--- config.mk ---
export PLATFORM = sky130hd
export DESIGN_NAME = maze_bfs_solver
export DESIGN_NICKNAME = d
export VERILOG_FILES = /design/src/rtl/maze_bfs_solver.sv
export SDC_FILE = /design/constraint.sdc
export NUM_CORES = 2
export LEC_CHECK = 0
export ABC_CLOCK_PERIOD_IN_PS = 11200
export CAP_MARGIN = 5
export CORE_ASPECT_RATIO = 1.2
export CORE_UTILIZATION = 30
export CTS_BUF_LIST = sky130_fd_sc_hd__clkbuf_8
export CTS_CLUSTER_SIZE = 12
export DETAILED_ROUTE_END_ITERATION = 8
export PLACE_DENSITY = 0.48
export SYNTH_ARGS = -nofsm -noshare
export SYNTH_HDL_FRONTEND = slang
export SYNTH_HIERARCHICAL = 1
export SYNTH_SLANG_ARGS = --single-unit
--- constraint.sdc ---
create_clock -name clk -period 11.2 [get_ports clk]
set_clock_uncertainty 0.1 [all_clocks]
set_input_delay 2.8 -clock clk [delete_from_list [all_inputs] [get_ports clk]]
set_output_delay 2.8 -clock clk [all_outputs]
set_load 0.005 [all_outputs]
--- src/rtl/maze_bfs_solver.sv ---
// rtl/maze_bfs_solver.sv - serial-loaded NxN maze solver: FIFO BFS from goal, streams shortest path start->goal
module maze_bfs_fifo #(
    parameter int W     = 8,
    parameter int DEPTH = 64
) (
    input  logic         clk,
    input  logic         rst_n,
    input  logic         clr,
    input  logic         push,
    input  logic         pop,
    input  logic [W-1:0] din,
    output logic [W-1:0] dout,
    output logic         empty,
    output logic         full
);
    localparam int AW = $clog2(DEPTH);

    logic [W-1:0]  mem [DEPTH];
    logic [AW:0]   wr_ptr, rd_ptr, count;
    logic [AW-1:0] wr_addr;

    assign count   = wr_ptr - rd_ptr;
    assign empty   = (count == '0);
    assign full    = (count == (AW+1)'(DEPTH));
    assign dout    = mem[rd_ptr[AW-1:0]];
    assign wr_addr = clr ? '0 : wr_ptr[AW-1:0];

    // A clear may coincide with the first push, which then lands in slot 0.
    always_ff @(posedge clk) begin
        if (!rst_n) begin
            wr_ptr <= '0;
            rd_ptr <= '0;
        end else if (clr) begin
            rd_ptr <= '0;
            wr_ptr <= push ? (AW+1)'(1) : '0;
        end else begin
            if (push && !full) wr_ptr <= wr_ptr + 1'b1;
            if (pop && !empty) rd_ptr <= rd_ptr + 1'b1;
        end
    end

    always_ff @(posedge clk) begin
        if (push && (clr || !full)) mem[wr_addr] <= din;
    end
endmodule

module maze_bfs_solver #(
    parameter int N      = 15,
    parameter int CW     = 4,
    parameter int QDEPTH = 64
) (
    input  logic          clk,
    input  logic          rst_n,
    input  logic          in_valid,
    input  logic          maze,
    input  logic [CW-1:0] start_x,
    input  logic [CW-1:0] start_y,
    input  logic [CW-1:0] goal_x,
    input  logic [CW-1:0] goal_y,
    output logic          busy,
    output logic          out_valid,
    input  logic          out_ready,
    output logic [CW-1:0] out_x,
    output logic [CW-1:0] out_y,
    output logic          out_last,
    output logic          maze_not_valid
);
    localparam int IW = 2 * CW;
    localparam int NC = N * N;

    typedef enum logic [2:0] {
        S_IDLE, S_LOAD, S_INIT, S_POP, S_CHECK, S_TRACE, S_FAIL
    } state_t;

    state_t        state, state_nx;
    logic [NC-1:0] wall_mem;
    logic [NC-1:0] visited;
    logic [1:0]    parent_mem [NC];
    logic [IW-1:0] load_cnt, load_addr;
    logic [CW-1:0] sx, sy, gx, gy;
    logic [CW-1:0] cur_x, cur_y;
    logic [1:0]    dir;

    logic [CW-1:0] nb_x, nb_y, step_x, step_y;
    logic          nb_inb, nb_accept, nb_is_start, nb_take;
    logic [IW-1:0] nb_idx, start_idx, goal_idx, trace_idx;
    logic [1:0]    trace_dir;

    logic          fifo_clr, fifo_push, fifo_pop, fifo_empty, fifo_full;
    logic [IW-1:0] fifo_din, fifo_dout;

    function automatic logic [IW-1:0] cell_idx(input logic [CW-1:0] x, input logic [CW-1:0] y);
        return IW'(y) * IW'(N) + IW'(x);
    endfunction

    assign start_idx = cell_idx(sx, sy);
    assign goal_idx  = cell_idx(gx, gy);
    assign load_addr = (state == S_IDLE) ? '0 : load_cnt;
    assign trace_idx = cell_idx(out_x, out_y);
    assign trace_dir = parent_mem[trace_idx];

    // Direction codes: 0 up (y-1), 1 down (y+1), 2 left (x-1), 3 right (x+1).
    // The edge test gates the arithmetic so coordinates never wrap.
    always_comb begin
        nb_x   = cur_x;
        nb_y   = cur_y;
        nb_inb = 1'b0;
        case (dir)
            2'd0: begin
                nb_inb = (cur_y != '0);
                if (nb_inb) nb_y = cur_y - 1'b1;
            end
            2'd1: begin
                nb_inb = (cur_y != CW'(N - 1));
                if (nb_inb) nb_y = cur_y + 1'b1;
            end
            2'd2: begin
                nb_inb = (cur_x != '0);
                if (nb_inb) nb_x = cur_x - 1'b1;
            end
            default: begin
                nb_inb = (cur_x != CW'(N - 1));
                if (nb_inb) nb_x = cur_x + 1'b1;
            end
        endcase
    end

    assign nb_idx      = cell_idx(nb_x, nb_y);
    assign nb_accept   = nb_inb && !wall_mem[nb_idx] && !visited[nb_idx];
    assign nb_is_start = (nb_x == sx) && (nb_y == sy);
    assign nb_take     = (state == S_CHECK) && nb_accept && !fifo_full;

    always_comb begin
        step_x = out_x;
        step_y = out_y;
        case (trace_dir)
            2'd0:    step_y = out_y - 1'b1;
            2'd1:    step_y = out_y + 1'b1;
            2'd2:    step_x = out_x - 1'b1;
            default: step_x = out_x + 1'b1;
        endcase
    end

    maze_bfs_fifo #(.W(IW), .DEPTH(QDEPTH)) u_frontier (
        .clk   (clk),
        .rst_n (rst_n),
        .clr   (fifo_clr),
        .push  (fifo_push),
        .pop   (fifo_pop),
        .din   (fifo_din),
        .dout  (fifo_dout),
        .empty (fifo_empty),
        .full  (fifo_full)
    );

    always_comb begin
        state_nx  = state;
        fifo_clr  = 1'b0;
        fifo_push = 1'b0;
        fifo_pop  = 1'b0;
        fifo_din  = {nb_x, nb_y};
        case (state)
            S_IDLE:  if (in_valid) state_nx = S_LOAD;
            S_LOAD:  if (in_valid && load_cnt == IW'(NC - 1)) state_nx = S_INIT;
            S_INIT: begin
                fifo_clr = 1'b1;
                if (wall_mem[start_idx] || wall_mem[goal_idx]) begin
                    state_nx = S_FAIL;
                end else begin
                    fifo_push = 1'b1;
                    fifo_din  = {gx, gy};
                    state_nx  = (start_idx == goal_idx) ? S_TRACE : S_POP;
                end
            end
            S_POP: begin
                if (fifo_empty) begin
                    state_nx = S_FAIL;
                end else begin
                    fifo_pop = 1'b1;
                    state_nx = S_CHECK;
                end
            end
            S_CHECK: begin
                if (nb_accept) begin
                    if (fifo_full) begin
                        state_nx = S_FAIL;
                    end else begin
                        fifo_push = 1'b1;
                        if (nb_is_start)      state_nx = S_TRACE;
                        else if (dir == 2'd3) state_nx = S_POP;
                    end
                end else if (dir == 2'd3) begin
                    state_nx = S_POP;
                end
            end
            S_TRACE: if (out_valid && out_ready && out_last) state_nx = S_IDLE;
            S_FAIL:  if (out_valid && out_ready) state_nx = S_IDLE;
            default: state_nx = S_IDLE;
        endcase
    end

    always_ff @(posedge clk) begin
        if (!rst_n) begin
            state          <= S_IDLE;
            busy           <= 1'b0;
            out_valid      <= 1'b0;
            out_last       <= 1'b0;
            maze_not_valid <= 1'b0;
            out_x          <= '0;
            out_y          <= '0;
            load_cnt       <= '0;
            dir            <= '0;
            cur_x          <= '0;
            cur_y          <= '0;
            sx             <= '0;
            sy             <= '0;
            gx             <= '0;
            gy             <= '0;
            visited        <= '0;
        end else begin
            state <= state_nx;
            case (state)
                S_IDLE: begin
                    if (in_valid) begin
                        busy     <= 1'b1;
                        load_cnt <= IW'(1);
                        sx       <= start_x;
                        sy       <= start_y;
                        gx       <= goal_x;
                        gy       <= goal_y;
                    end
                end
                S_LOAD: if (in_valid) load_cnt <= load_cnt + 1'b1;
                S_INIT: begin
                    visited           <= '0;
                    visited[goal_idx] <= 1'b1;
                end
                S_POP: begin
                    cur_x <= fifo_dout[IW-1:CW];
                    cur_y <= fifo_dout[CW-1:0];
                    dir   <= '0;
                end
                S_CHECK: begin
                    if (nb_take) visited[nb_idx] <= 1'b1;
                    dir <= dir + 1'b1;
                end
                // The first TRACE/FAIL cycle loads the output register; afterwards it advances per handshake.
                S_TRACE: begin
                    if (!out_valid) begin
                        out_valid <= 1'b1;
                        out_x     <= sx;
                        out_y     <= sy;
                        out_last  <= (sx == gx) && (sy == gy);
                    end else if (out_ready) begin
                        if (out_last) begin
                            out_valid <= 1'b0;
                            out_last  <= 1'b0;
                            out_x     <= '0;
                            out_y     <= '0;
                            busy      <= 1'b0;
                        end else begin
                            out_x    <= step_x;
                            out_y    <= step_y;
                            out_last <= (step_x == gx) && (step_y == gy);
                        end
                    end
                end
                S_FAIL: begin
                    if (!out_valid) begin
                        out_valid      <= 1'b1;
                        maze_not_valid <= 1'b1;
                        out_last       <= 1'b1;
                        out_x          <= '0;
                        out_y          <= '0;
                    end else if (out_ready) begin
                        out_valid      <= 1'b0;
                        maze_not_valid <= 1'b0;
                        out_last       <= 1'b0;
                        busy           <= 1'b0;
                    end
                end
                default: ;
            endcase
        end
    end

    // Maze and parent storage survive reset; only visited gates their use.
    always_ff @(posedge clk) begin
        if (rst_n && in_valid && (state == S_IDLE || state == S_LOAD))
            wall_mem[load_addr] <= maze;
        if (rst_n && nb_take)
            parent_mem[nb_idx] <= dir ^ 2'b01;
    end
endmodule

==> results.md <==
* Outcome: finished clean
* Final instance area at 79400 µm²
* Syn Nets at around 5600
* CTS Buffer Depth at 4
* Routed WL at ~250000 µm
* DRC errors left at 0
* Pin count of the biggest net entering global routing at around 160
* Final HPWL DP at around 150000 µm
* Post-synth EDFFs at between 1000 and 1500
* Root buf cell: clkbuf_8
* Global placer's final weighted congestion at 0.888
* Setup crit end kind: flip-flop
* Hold-fix buffers at CTS at 0
* CP max FO at 61
* # resized after CTS at 0
* Int Pwr at 11000 µW
* Yosys reg bits at roughly 1500
* Post-Syn Instances at 5474
* Worst skew pair latency at roughly 1.1 ns
* Setup_tns at 0 ns
* Async set-or-reset flop fraction in the synthesized netlist at 0
* # setup viols final at 0
* Clk pwr share at 0.259
* Antenna Nets Post-Route at 0
* M1 WL at 95300 µm
* Footprint of the multi-input gates at roughly 27000 µm²
* Setup bufs post-CTS at 0
* Row count at just under 200
* Leak Pwr at between 0.02 and 0.03 µW
* Tcrit/Tclk final at 0.912
* Pins Over Slew Limit at 0
* Ys flop type: edfxtp_1
* CTS Buf Count at around 250
* DIE WIDTH at 444 µm
* Post-synth cell types at 85
* Top sig layer: met5
* WL/cell at around 29 µm
* Net Sw Power at approximately 7500 µW
* Total track usage at 0.207
* Max Cap Viol at 0
* Yosys top cell area share at 0.506
* Pre-Repair DR Iteration Count at 7
* Via count at slightly below 50000
* Max Fclk at ~98 MHz
* Top cells by area, synth: edfxtp_1 51%, mux4_2 13%, dfxtp_1 8.4%
* Cell Area, Synth at 70400 µm²
* Synthesis warning total at 6
* Die area at approximately 240000 µm²
* Sink Count at about 1500
* Layout Nets at around 5600
* Layout area overhead at 12.9%
* Power Dens Cells at around 230 nW/µm²
* Ports at 33
* Fin crit period at slightly above 10 ns
* Share of cells above drive strength 1 at 0.180
* HP Class: reg -> reg
* Relative slew slack at 0.0620
* WP data required at roughly 12 ns
* Post-synth top area cell: edfxtp_1
* Sequential share of the synthesized area at 0.590
* Initial antenna violation count at 9
* Most frequent cell after synthesis: edfxtp_1
* Vias in the first global route at between 40000 and 50000
* VDD IR max at approximately 0.27 mV
* Routed wl met2 at between 100000 and 150000 µm
* Crit Path Class: reg -> reg
* IO buf count at 32
* Drt initial violations at roughly 5300
* Cell Area, Placed at about 75000 µm²
* Final hold violations at 0
* TritonCTS clock tree: done
* RSZ-0062 raised after global routing: no
* Remaining Overflow, GRT at 0
* Fill count at around 23000
* FF+latch area at ~42000 µm²
* Flop pwr share at 0.353
* Top post-synthesis cells by count: 1187 x edfxtp_1, 1033 x nor2_1, 399 x mux4_2
* Data arrival time of the worst path at between 10 and 15 ns
* Initial Utilization at 0.302
* Global-route wire length before repair at between 300000 and 400000 µm
* Clock-pin slew on the worst setup and hold paths at ~0.07 ns
* Met3 routed wirelength at 17100 µm
* Logic pwr share at 0.388
* Floorplan die height at roughly 530 µm
* Worst-margin pin slew at approximately 1.4 ns
* Startpoint types: flip-flop
* Vias/cell at 5.56
* Core Area at ~230000 µm²
* H-Tree Depth at 4
* Avg Synthesized Cell Area at 12.9 µm²
* Switching Fraction at 0.406
## metal layers
layer,global-route usage,vias up
met3,0.0348,674
met2,0.353,2068
met5,0,-
li1,-,20848
met4,0.105,8
met1,0.250,24985
## flip-flops by register name, summed over array words and instances (netlist names), named ones only
| register | cells |
|---|---|
| out_y | 4 |
| gy | 4 |
| maze_not_valid | 1 |
| dir | 2 |
| gx | 4 |
| out_last | 1 |
| parent_mem | 450 |
| u_frontier/wr_ptr | 7 |
| cur_x | 4 |
| u_frontier/mem | 512 |
| sy | 4 |
| busy | 1 |
| wall_mem | 225 |
| load_cnt | 8 |
| visited | 225 |
| state | 3 |
| cur_y | 4 |
| out_valid | 1 |
| u_frontier/rd_ptr | 7 |
| out_x | 4 |
| sx | 4 |
## cell type report
class,count,area share
antenna,5,0.000158
clock buffer,270,0.0468
clock inverter,180,0.0135
inverter,96,0.00463
multi-input combinational,3464,0.343
sequential,1481,0.523
tap,3038,0.0478
timing repair buffer,208,0.0214
## power by group through the flow
stage / clock network (µW) / registers (µW) / logic [µW]
after floorplan: 0 / 6600 / 3940
after global placement: 0 / 6650 / 7040
after detailed placement: 0 / 6650 / 7060
after CTS: 4910 / 6540 / 7080
after global routing: 5120 / 6570 / 7420
final: 4800 / 6550 / 7200
## worst max-delay path, stage by stage (launching register included)
cell and delay (ns):
dfxtp_4 0.74, inv_1 0.13, ha_1 0.33, nor2_1 0.22
o21bai_1 0.18, a41oi_1 0.07, a21oi_1 0.60, fa_1 0.52
inv_1 0.11, fa_1 0.43, fa_1 0.49, inv_1 0.05
ha_1 0.39, nor2b_1 0.18, o21ai_1 0.15, nor3b_1 0.40
or2_0 0.75, mux4_2 0.73, nand2_1 0.12, a21oi_1 0.08
nor4_2 0.80, a21o_1 0.47, or3b_2 0.51, or3_1 0.66
nor2_1 0.69
## cell usage in the layout (no fill, tap or decap), types with 43 or more instances in the layout
cell type     n
edfxtp_1   1187
nor2_1     1019
mux4_2      399
dfxtp_1     290
a21oi_1     283
o21ai_0     276
clkbuf_8    271
nand2_1     237
o211a_1     226
buf_4       172
inv_1       148
nor3_1      128
nand3_1      86
ha_1         83
clkinv_1     67
a211oi_1     57
mux2i_1      47
nor2b_1      45
o22ai_1      43
## kinds of logic (layout without fill, tap and decap cells)
group           after synthesis  in the layout  share of synthesized area
simple gates               1726           1726                      0.105
flops                      1481           1481                      0.590
compound gates             1094           1094                      0.105
buf+inv                     529            754                     0.0307
mux                         459            459                      0.136
fa+ha+maj                   120            120                     0.0244
xor+xnor                     65             65                    0.00830
other cells                   0              5                          0
## worst paths after layout
check,slack [ns],cells past startpoint,from,endpoint
hold / removal,0.40,1,visited[194]$_SDFFE_PN0P_,visited[194]$_SDFFE_PN0P_
hold reg to reg,0.40,1,visited[194]$_SDFFE_PN0P_,visited[194]$_SDFFE_PN0P_
setup reg to reg,0.99,24,dir[1]$_SDFFE_PN0P_,u_frontier/mem[58][1]$_DFFE_PP_
setup / recovery,0.99,24,dir[1]$_SDFFE_PN0P_,u_frontier/mem[58][1]$_DFFE_PP_
## through the flow
stage	hold WS, ns	worst slack, ns	power [µW]	util	instances
floorplan	0.364	0.745	10500	-	5474
global placement	0.375	0.928	13700	0.320	8287
detailed placement	0.380	0.874	13700	0.320	8287
CTS	0.396	0.926	18500	0.341	8737
global route	0.411	0.539	19100	0.341	8738
finish	0.398	0.987	18500	0.341	8742
No activity file was read; power rests on OpenSTA's default activity.
